## src/rtl/ecc_130_err_mon_if.sv

```systemverilog
// ----------------------------------------------------------------------------
// ecc_130_err_mon_if
// Bundles every non-clock, non-reset signal of ecc_130_err_mon.
//   master : the side that drives the checked read words and the software
//            controls (ECC check stage plus register block / testbench).
//   slave  : ecc_130_err_mon itself.
// Signals:
//   in_vld/in_rdy/in_data/in_addr        checked read word handshake
//   sbit_err/dbit_err/ecc_fault          error flags, qualified by in_vld
//   out_vld/out_rdy/out_data/out_err     registered, tagged output word
//   cnt_clr/irq_clr                      software clears
//   sbit_cnt/dbit_cnt/fault_cnt          saturating error counters
//   first_vld/first_addr/first_type/irq  first-error capture and interrupt
// ----------------------------------------------------------------------------
interface ecc_130_err_mon_if #(
    parameter int DATA_WIDTH = 130,
    parameter int ADDR_WIDTH = 8,
    parameter int CNT_WIDTH  = 16
);
    logic                  in_vld;
    logic                  in_rdy;
    logic [DATA_WIDTH-1:0] in_data;
    logic [ADDR_WIDTH-1:0] in_addr;
    logic                  sbit_err;
    logic                  dbit_err;
    logic                  ecc_fault;
    logic                  out_vld;
    logic                  out_rdy;
    logic [DATA_WIDTH-1:0] out_data;
    logic [1:0]            out_err;
    logic                  cnt_clr;
    logic                  irq_clr;
    logic [CNT_WIDTH-1:0]  sbit_cnt;
    logic [CNT_WIDTH-1:0]  dbit_cnt;
    logic [CNT_WIDTH-1:0]  fault_cnt;
    logic                  first_vld;
    logic [ADDR_WIDTH-1:0] first_addr;
    logic [1:0]            first_type;
    logic                  irq;

    modport master (
        output in_vld, in_data, in_addr, sbit_err, dbit_err, ecc_fault,
               out_rdy, cnt_clr, irq_clr,
        input  in_rdy, out_vld, out_data, out_err, sbit_cnt, dbit_cnt,
               fault_cnt, first_vld, first_addr, first_type, irq
    );

    modport slave (
        input  in_vld, in_data, in_addr, sbit_err, dbit_err, ecc_fault,
               out_rdy, cnt_clr, irq_clr,
        output in_rdy, out_vld, out_data, out_err, sbit_cnt, dbit_cnt,
               fault_cnt, first_vld, first_addr, first_type, irq
    );
endinterface

```

## src/rtl/ecc_130_err_mon.sv

```systemverilog
// ----------------------------------------------------------------------------
// ecc_130_err_mon
// Error monitor behind the 130-bit ECC check stage of the FIFO read path.
// Passes the corrected word through a 2-entry skid buffer tagged with its
// error type, counts single-bit / double-bit / checker-fault events in
// saturating counters, and captures the first error (address + type) with a
// level interrupt held until software clears it.
//
// Ports:
//   clk    clock
//   rst_n  synchronous active-low reset
//   bus    ecc_130_err_mon_if.slave (all data, handshake, status and control)
//
// Build option:
//   ECC_130_ERR_MON_SBIT_IRQ_EN  when defined, single-bit errors also capture
//                                and raise irq; otherwise only double-bit and
//                                checker-fault errors do. Counters are the same
//                                in both builds.
//
// Error tag encoding: 0 none, 1 sbit, 2 dbit, 3 fault (fault > dbit > sbit).
// ----------------------------------------------------------------------------
module ecc_130_err_mon #(
    parameter int DATA_WIDTH = 130,
    parameter int ADDR_WIDTH = 8,
    parameter int CNT_WIDTH  = 16
) (
    input  logic               clk,
    input  logic               rst_n,
    ecc_130_err_mon_if.slave   bus
);

    typedef enum logic {
        ST_IDLE,
        ST_ARMED_PEND
    } state_t;

    // Priority encode the checker flags into the 2-bit tag.
    function automatic logic [1:0] f_err_type(input logic fault,
                                              input logic dbit,
                                              input logic sbit);
        if (fault)     return 2'd3;
        else if (dbit) return 2'd2;
        else if (sbit) return 2'd1;
        else           return 2'd0;
    endfunction

    // Saturating increment: holds at all-ones instead of wrapping.
    function automatic logic [CNT_WIDTH-1:0] f_sat_inc(input logic [CNT_WIDTH-1:0] c);
        return (&c) ? c : c + {{(CNT_WIDTH-1){1'b0}}, 1'b1};
    endfunction

    // Counter next value; a clear wins over the old count but not over an
    // increment landing in the same cycle, which leaves the count at 1.
    function automatic logic [CNT_WIDTH-1:0] f_cnt_next(input logic [CNT_WIDTH-1:0] c,
                                                        input logic clr,
                                                        input logic hit);
        if (clr)      return hit ? {{(CNT_WIDTH-1){1'b0}}, 1'b1} : '0;
        else if (hit) return f_sat_inc(c);
        else          return c;
    endfunction

    logic                  r_in_rdy;
    logic                  r_main_vld;
    logic [DATA_WIDTH-1:0] r_main_data;
    logic [1:0]            r_main_err;
    logic                  r_skid_vld;
    logic [DATA_WIDTH-1:0] r_skid_data;
    logic [1:0]            r_skid_err;

    logic [CNT_WIDTH-1:0]  r_sbit_cnt;
    logic [CNT_WIDTH-1:0]  r_dbit_cnt;
    logic [CNT_WIDTH-1:0]  r_fault_cnt;

    state_t                r_state;
    logic                  r_first_vld;
    logic [ADDR_WIDTH-1:0] r_first_addr;
    logic [1:0]            r_first_type;
    logic                  r_irq;

    logic                  w_accept;
    logic [1:0]            w_in_type;
    logic                  w_main_free;
    logic                  w_skid_load;
    logic                  w_skid_vld_nxt;
    logic                  w_cap_hit;

    assign w_accept  = bus.in_vld & r_in_rdy;
    assign w_in_type = f_err_type(bus.ecc_fault, bus.dbit_err, bus.sbit_err);

    // Main register can take a new word when it is empty or being drained.
    assign w_main_free = ~r_main_vld | bus.out_rdy;
    assign w_skid_load = w_accept & ~w_main_free;
    // in_rdy is only high with the skid empty, so an accept never coincides
    // with a full skid; when main frees, the skid always empties into it.
    assign w_skid_vld_nxt = w_main_free ? 1'b0 : (r_skid_vld | w_accept);

`ifdef ECC_130_ERR_MON_SBIT_IRQ_EN
    assign w_cap_hit = w_accept & (w_in_type != 2'd0);
`else
    assign w_cap_hit = w_accept & w_in_type[1];
`endif

    // ---- Skid buffer: main (output) stage and ready ----
    always_ff @(posedge clk) begin
        if (!rst_n) begin
            r_in_rdy    <= 1'b0;
            r_main_vld  <= 1'b0;
            r_main_data <= '0;
            r_main_err  <= 2'd0;
            r_skid_vld  <= 1'b0;
        end else begin
            r_in_rdy   <= ~w_skid_vld_nxt;
            r_skid_vld <= w_skid_vld_nxt;
            if (w_main_free) begin
                if (r_skid_vld) begin
                    r_main_vld  <= 1'b1;
                    r_main_data <= r_skid_data;
                    r_main_err  <= r_skid_err;
                end else if (w_accept) begin
                    r_main_vld  <= 1'b1;
                    r_main_data <= bus.in_data;
                    r_main_err  <= w_in_type;
                end else begin
                    r_main_vld  <= 1'b0;
                end
            end
        end
    end

    // ---- Skid buffer: overflow data (qualified by r_skid_vld) ----
    always_ff @(posedge clk) begin
        if (w_skid_load) begin
            r_skid_data <= bus.in_data;
            r_skid_err  <= w_in_type;
        end
    end

    // ---- Error counters ----
    always_ff @(posedge clk) begin
        if (!rst_n) begin
            r_sbit_cnt  <= '0;
            r_dbit_cnt  <= '0;
            r_fault_cnt <= '0;
        end else begin
            r_sbit_cnt  <= f_cnt_next(r_sbit_cnt,  bus.cnt_clr, w_accept & (w_in_type == 2'd1));
            r_dbit_cnt  <= f_cnt_next(r_dbit_cnt,  bus.cnt_clr, w_accept & (w_in_type == 2'd2));
            r_fault_cnt <= f_cnt_next(r_fault_cnt, bus.cnt_clr, w_accept & (w_in_type == 2'd3));
        end
    end

    // ---- First-error capture FSM with registered irq ----
    always_ff @(posedge clk) begin
        if (!rst_n) begin
            r_state      <= ST_IDLE;
            r_first_vld  <= 1'b0;
            r_first_addr <= '0;
            r_first_type <= 2'd0;
            r_irq        <= 1'b0;
        end else begin
            case (r_state)
                ST_IDLE: begin
                    if (w_cap_hit) begin
                        r_state      <= ST_ARMED_PEND;
                        r_first_vld  <= 1'b1;
                        r_first_addr <= bus.in_addr;
                        r_first_type <= w_in_type;
                        r_irq        <= 1'b1;
                    end
                end
                ST_ARMED_PEND: begin
                    // Later errors never overwrite the capture, except when the
                    // clear and a new error land together: the new one re-arms.
                    if (bus.irq_clr) begin
                        if (w_cap_hit) begin
                            r_first_addr <= bus.in_addr;
                            r_first_type <= w_in_type;
                        end else begin
                            r_state      <= ST_IDLE;
                            r_first_vld  <= 1'b0;
                            r_first_addr <= '0;
                            r_first_type <= 2'd0;
                            r_irq        <= 1'b0;
                        end
                    end
                end
                default: begin
                    r_state      <= ST_IDLE;
                    r_first_vld  <= 1'b0;
                    r_first_addr <= '0;
                    r_first_type <= 2'd0;
                    r_irq        <= 1'b0;
                end
            endcase
        end
    end

    assign bus.in_rdy     = r_in_rdy;
    assign bus.out_vld    = r_main_vld;
    assign bus.out_data   = r_main_data;
    assign bus.out_err    = r_main_err;
    assign bus.sbit_cnt   = r_sbit_cnt;
    assign bus.dbit_cnt   = r_dbit_cnt;
    assign bus.fault_cnt  = r_fault_cnt;
    assign bus.first_vld  = r_first_vld;
    assign bus.first_addr = r_first_addr;
    assign bus.first_type = r_first_type;
    assign bus.irq        = r_irq;

endmodule

```

## src/flat_wrapper.sv

```systemverilog
// flat-port wrapper written by rule: the top's interface ports become plain ports
module ecc_130_err_mon_flat 
#(
    parameter int DATA_WIDTH = 130,
    parameter int ADDR_WIDTH = 8,
    parameter int CNT_WIDTH  = 16
)
  (clk, rst_n, bus_in_vld, bus_in_data, bus_in_addr, bus_sbit_err, bus_dbit_err, bus_ecc_fault, bus_out_rdy, bus_cnt_clr, bus_irq_clr, bus_in_rdy, bus_out_vld, bus_out_data, bus_out_err, bus_sbit_cnt, bus_dbit_cnt, bus_fault_cnt, bus_first_vld, bus_first_addr, bus_first_type, bus_irq);
  ecc_130_err_mon_if #(.DATA_WIDTH(DATA_WIDTH), .ADDR_WIDTH(ADDR_WIDTH), .CNT_WIDTH(CNT_WIDTH)) bus_i ();
  input  logic clk;
  input  logic rst_n;
  input wire logic [$bits(bus_i.in_vld)-1:0] bus_in_vld;
  input wire logic [$bits(bus_i.in_data)-1:0] bus_in_data;
  input wire logic [$bits(bus_i.in_addr)-1:0] bus_in_addr;
  input wire logic [$bits(bus_i.sbit_err)-1:0] bus_sbit_err;
  input wire logic [$bits(bus_i.dbit_err)-1:0] bus_dbit_err;
  input wire logic [$bits(bus_i.ecc_fault)-1:0] bus_ecc_fault;
  input wire logic [$bits(bus_i.out_rdy)-1:0] bus_out_rdy;
  input wire logic [$bits(bus_i.cnt_clr)-1:0] bus_cnt_clr;
  input wire logic [$bits(bus_i.irq_clr)-1:0] bus_irq_clr;
  output wire logic [$bits(bus_i.in_rdy)-1:0] bus_in_rdy;
  output wire logic [$bits(bus_i.out_vld)-1:0] bus_out_vld;
  output wire logic [$bits(bus_i.out_data)-1:0] bus_out_data;
  output wire logic [$bits(bus_i.out_err)-1:0] bus_out_err;
  output wire logic [$bits(bus_i.sbit_cnt)-1:0] bus_sbit_cnt;
  output wire logic [$bits(bus_i.dbit_cnt)-1:0] bus_dbit_cnt;
  output wire logic [$bits(bus_i.fault_cnt)-1:0] bus_fault_cnt;
  output wire logic [$bits(bus_i.first_vld)-1:0] bus_first_vld;
  output wire logic [$bits(bus_i.first_addr)-1:0] bus_first_addr;
  output wire logic [$bits(bus_i.first_type)-1:0] bus_first_type;
  output wire logic [$bits(bus_i.irq)-1:0] bus_irq;
  assign bus_i.in_vld = bus_in_vld;
  assign bus_i.in_data = bus_in_data;
  assign bus_i.in_addr = bus_in_addr;
  assign bus_i.sbit_err = bus_sbit_err;
  assign bus_i.dbit_err = bus_dbit_err;
  assign bus_i.ecc_fault = bus_ecc_fault;
  assign bus_i.out_rdy = bus_out_rdy;
  assign bus_i.cnt_clr = bus_cnt_clr;
  assign bus_i.irq_clr = bus_irq_clr;
  assign bus_in_rdy = bus_i.in_rdy;
  assign bus_out_vld = bus_i.out_vld;
  assign bus_out_data = bus_i.out_data;
  assign bus_out_err = bus_i.out_err;
  assign bus_sbit_cnt = bus_i.sbit_cnt;
  assign bus_dbit_cnt = bus_i.dbit_cnt;
  assign bus_fault_cnt = bus_i.fault_cnt;
  assign bus_first_vld = bus_i.first_vld;
  assign bus_first_addr = bus_i.first_addr;
  assign bus_first_type = bus_i.first_type;
  assign bus_irq = bus_i.irq;
  ecc_130_err_mon #(.DATA_WIDTH(DATA_WIDTH), .ADDR_WIDTH(ADDR_WIDTH), .CNT_WIDTH(CNT_WIDTH)) u_core (.clk(clk), .rst_n(rst_n), .bus(bus_i));
endmodule
```

## config.mk

```make
export PLATFORM = sky130hd
export DESIGN_NAME = ecc_130_err_mon_flat
export DESIGN_NICKNAME = d
export VERILOG_FILES = /design/src/rtl/ecc_130_err_mon_if.sv /design/src/rtl/ecc_130_err_mon.sv /design/src/flat_wrapper.sv
export SDC_FILE = /design/constraint.sdc
export NUM_CORES = 1
export LEC_CHECK = 0
export ABC_AREA = 1
export CORE_MARGIN = 2
export CORE_UTILIZATION = 49
export DETAILED_ROUTE_END_ITERATION = 10
export PLACE_DENSITY = 0.93
export SYNTH_ARGS = -nofsm -noshare
export SYNTH_HDL_FRONTEND = slang
export SYNTH_SLANG_ARGS = --single-unit
export TNS_END_PERCENT = 20
```

## constraint.sdc

```tcl
create_clock -name clk -period 10.5 [get_ports clk]
set_clock_uncertainty 0.05 [all_clocks]
set_input_delay 2.1 -clock clk [delete_from_list [all_inputs] [get_ports clk]]
set_output_delay 2.1 -clock clk [all_outputs]
set_load 0.01 [all_outputs]
```

* Word-level counts from Yosys, hierarchy flattened *
Index checks and enable logic that the tools add are counted.
W data, S select, Z words.

cells by class
  mux-type cells = 37
  bitwise operators = 12
  equality and inequality tests = 9
  order comparisons = 0
  reduce and logical (&&, ||, !) cells = 13
  div/mod/pow operators = 0
  shift operators = 0
  add/subtract/negate cells = 3
  $mul = 0

operators by type and width
  kind                     number
  $mux W130                2
  $mux W16                 9
  $add A16 B1 Y16 const B  3
  $reduce_and A16 Y1       3
  $mux W8                  3
  $pmux W8 S2              1
  $mux W2                  7
  $mux W1                  12
  $ne A2 B2 Y1 const B     5
  $reduce_and A2 Y1        5
  $reduce_bool A2 Y1       4
  $and A1 B1 Y1            6
  $eq A2 B2 Y1 const B     2
  $not A1 Y1               4
  $pmux W1 S2              2
  $pmux W2 S2              1
  $reduce_and A3 Y1        1
  $eq A2 B1 Y1 const B     1
  $ne A2 B1 Y1 const B     1
  $or A1 B1 Y1             2

word-level totals
  bits in registers = 327
  input bits = 147
  memory bits (writable) = 0
  memories = 0
  ROM bits = 0
  bits in latches = 0
  output and inout port bits = 194

* Logic depth before layout (Yosys ltp) *
  depth after elaboration = 7
  mapped depth = 12
  depth with buffers taken out = 12

* Worst setup path before layout *
OpenSTA, ideal clock, no wires.

  path kind = input to register
  start point = input port bus_out_rdy
  end point = register u_core.r_skid_data[0] (enable)
  data arrival time = 7.847 ns
  data required time = 9.826 ns
  slack = 1.978 ns
  library setup time = 0.624 ns
  stages on the path = 2
  path through = or2_4 nor2_1

on the way
  word-level cells in the longest chain between the ends = 3

ends and longest elaborated chain
  item                    line                    text
  start: declaration      flat_wrapper.sv:18      input wire logic [$bits(bus_i.out_rdy)-1:0] bus_out_rdy;
  $or A1 B1 Y1            ecc_130_err_mon.sv:91   assign w_main_free = ~r_main_vld | bus.out_rdy;
  $not A1 Y1              ecc_130_err_mon.sv:92   assign w_skid_load = w_accept & ~w_main_free;
  $and A1 B1 Y1           ecc_130_err_mon.sv:92
  net u_core.w_skid_load  ecc_130_err_mon.sv:83   logic w_skid_load;
  end signal: assignment  ecc_130_err_mon.sv:133  r_skid_data <= bus.in_data;
  end: declaration        ecc_130_err_mon.sv:67   logic [DATA_WIDTH-1:0] r_skid_data;

The timed path passes the listed nets, and every way through them passes these cells.
A chain may end at the register's enable or synchronous reset.

* Final worst setup path *
  start point = input port bus_in_vld
  end point = register u_core.r_main_data[55] (netlist: u_core.bus.out_data[55])

on the way
  word-level cells in the longest chain between the ends = 3

ends and longest elaborated chain
  item                          line                    text
  start: declaration            flat_wrapper.sv:12      input wire logic [$bits(bus_i.in_vld)-1:0] bus_in_vld;
  $and A1 B1 Y1                 ecc_130_err_mon.sv:87   assign w_accept = bus.in_vld & r_in_rdy;
  $reduce_bool A2 Y1 (no line)  -
  $reduce_and A2 Y1 (no line)   -
  end signal: assignment        ecc_130_err_mon.sv:117  r_main_data <= r_skid_data;
  end signal: assignment        ecc_130_err_mon.sv:121  r_main_data <= bus.in_data;
  end: declaration              ecc_130_err_mon.sv:64   logic [DATA_WIDTH-1:0] r_main_data;

No other way between the ends.

==> impl_metrics.ini <==
[drt]
drc_errors = 0
vias = 11850
first_pass_iters = 5
drt-initial-drc-count = 1005
drt_wl_total_mm = 37.99
ant_nets = 0
wl_per_cell_um = 18.32
vias_per_cell = 5.714

[timing]
slew_headroom = 0.1855
fin_crit_sh = 0.4570
period_minus_slack_ps = 4798
hold_slack_ps = 413.4
fin_setup_tns_ps = 0
worst_pin_slew_ps = 1222
rsz0062_at_grt = no
setup_viol = 0
finalMaxSlewViolations = 0
final-hold-violation-count = 0
max_freq_mhz = 208.4

[cells_and_area]
fin_util = 0.6758
final_cells = 2074
area_growth_pct = 36.11
drive_above_1_share = 0.04951
finalNetCount = 1860

[grt]
first_global_vias = 11590
grt_util_all_layers = 0.2655
antenna_found_initial = 2
met1_usage = 0.3202
grt_pass1_wl_mm = 60.29
met2_usage = 0.4427
busiest_layer = met2
grt_overflow = 0
grt_use_met3 = 0.06578
grt_max_degree = 139

[floorplan]
dieArea_um2 = 27570
die_x_um = 166.0
die_height_um = 166.0
rows = 59
initial_core_util = 0.4965
core-area_um2 = 25910
io_pins = 341

[clocking]
hold_buffers = 0
cts_tree = done
clockBufferDepth = 3
cts_resized = 0
clk_pin_slew_ps = 60
cts_sinks = 327
cts_max_level = 2
post_cts_buffers = 0
cts-root-buf = clkbuf_16
clock_latency_ps = 510
cts_made_buffers = 35

[min_path]
worstHoldPathType = reg2reg
hold_depth = 2
min_from = u_core.bus.first_addr[6]
min_to = u_core.bus.first_addr[6]

[place]
hpwl_mm = 24.23
io_buffers = 340
dp_cells = 2008
place_congestion = 0.8892

[critical_path]
r2r_end = u_core.bus.out_data[55]
setup.worst_path.end_class = register
critical_path_class = in2reg
r2r.worst_path.cells = 7
critical_path_required_ps = 10870
rrSetupSlack_ps = 6640
rr_startpoint = u_core.r_skid_vld
worstPathArrival_ps = 5170
startpoint_type = primary input
cp_max_fo = 138

[power_and_ir_drop]
power_mw = 2.941
p_leak_nw = 6.310
ir_worst_vdd_mv = 0.1590
powerDensity_nw_per_um2 = 168.0

[yosys]
synth_area_leaders = edfxtp_1, dfxtp_1, nand2_1, a31oi_1, o21ai_0
synth.avg_cell_area_um2 = 9.118
synth_seq_cells = 327
synth_most_common_cell = nand2_1
synth_top_area_share = 0.3081
syn-num-nets = 1561
synth_edf_count = 132
synthArstFlopShare = 0
yosys-top-cells-count = nand2_1, dfxtp_1, a31oi_1, edfxtp_1, o21ai_0
syn_area_um2 = 12860
synth.largest_area_cell = edfxtp_1
ys_warn_count = 0
synthCells = 1411
synth_cell_types = 35
synth_top_flop_cell = dfxtp_1
ys_seq_area_frac = 0.6116

[run]
cap_violations = 0

[run_status]
status = finished, final reports clean
cells by family (layout without fill, tap and decap cells):
kind of cell | after synthesis | in the layout | share of synthesized area
other | 0 | 2 | 0
adders and majority gates | 3 | 3 | 0.002918
AOI/OAI and AO/OA | 351 | 351 | 0.1503
buffers and inverters | 174 | 500 | 0.05835
xor gates and xnor gates | 2 | 2 | 0.001362
DFF | 327 | 327 | 0.6116
and+or+nand+nor | 554 | 554 | 0.1755
routing by layer:
layer / share of wire / vias up
met1: 0.37 / 5541
met5: 0 / -
met4: 0.053 / 0
met2: 0.48 / 719
li1: - / 5454
met3: 0.094 / 137
power breakdown:
group | internal [mW] | total [mW] | switching, mW
Combinational | 0.154 | 0.298 | 0.144
Sequential | 1.37 | 1.40 | 0.0303
Clock | 0.741 | 1.24 | 0.503
Total | 2.26 | 2.94 | 0.677
worst max-delay path, stage by stage:
cell	delay, ps
clkdlybuf4s50_1	470
nand2_2	150
nand2_4	110
nand2_2	110
inv_6	610
buf_4	980
o21ai_0	270
a31oi_1	270
area by class of cell:
type,instances,area (µm²)
multi-input combinational,910,4254
clock inverter,12,120.1
clock buffer,52,1042
antenna,2,5.005
timing repair buffer,348,3461
inverter,88,337.8
tap,335,419.2
fill,1828,8401
sequential,327,7871
placed cells by master (no fill, tap or decap), drive strengths merged, types with 3 or more instances in the layout:
cell,netlist,layout
buf,40,9
clkbuf,46,52
edfxtp,132,132
nand4,12,12
nand3,54,54
nor3,8,8
nand2,410,410
a31oi,132,132
clkinv,1,7
clkdlybuf4s50,0,339
inv,87,90
a21oi,53,53
nor2,66,66
ha,3,3
dfxtp,195,195
o21ai,163,163
how the worst max path moves through the flow:
| stage | start | to | slack [ps] | depth (start not counted) |
|---|---|---|---|---|
| floorplan | bus_out_rdy | u_core.r_skid_data[0] | 1980 | 2 |
| global placement | bus_in_vld | u_core.bus.out_data[127] | 5510 | 8 |
| detailed placement | bus_in_vld | u_core.bus.out_data[55] | 5300 | 8 |
| CTS | bus_in_vld | u_core.bus.out_data[55] | 5780 | 8 |
| global route | bus_in_vld | u_core.bus.out_data[55] | 5510 | 8 |
| finish | bus_in_vld | u_core.bus.out_data[55] | 5700 | 8 |
sequential cells by signal, indices dropped and copies added, names as in the netlist:
signal	count
u_core.bus.in_rdy	1
u_core.bus.dbit_cnt	16
u_core.r_skid_vld	1
u_core.bus.out_vld	1
u_core.bus.sbit_cnt	16
u_core.r_skid_err	2
u_core.r_skid_data	130
u_core.bus.out_err	2
u_core.bus.first_vld	1
u_core.bus.first_type	2
u_core.bus.first_addr	8
u_core.bus.out_data	130
u_core.bus.fault_cnt	16
u_core.r_state	1
stage by stage:
step	cell area, µm²	setup slack (ps)
5_1_grt	17510	5512
4_1_cts	17510	5781
3_5_place_dp	16340	5301
6_report	17510	5702
3_3_place_gp	16340	5515
2_1_floorplan	12860	1978
(Power assumes the default switching activity.)
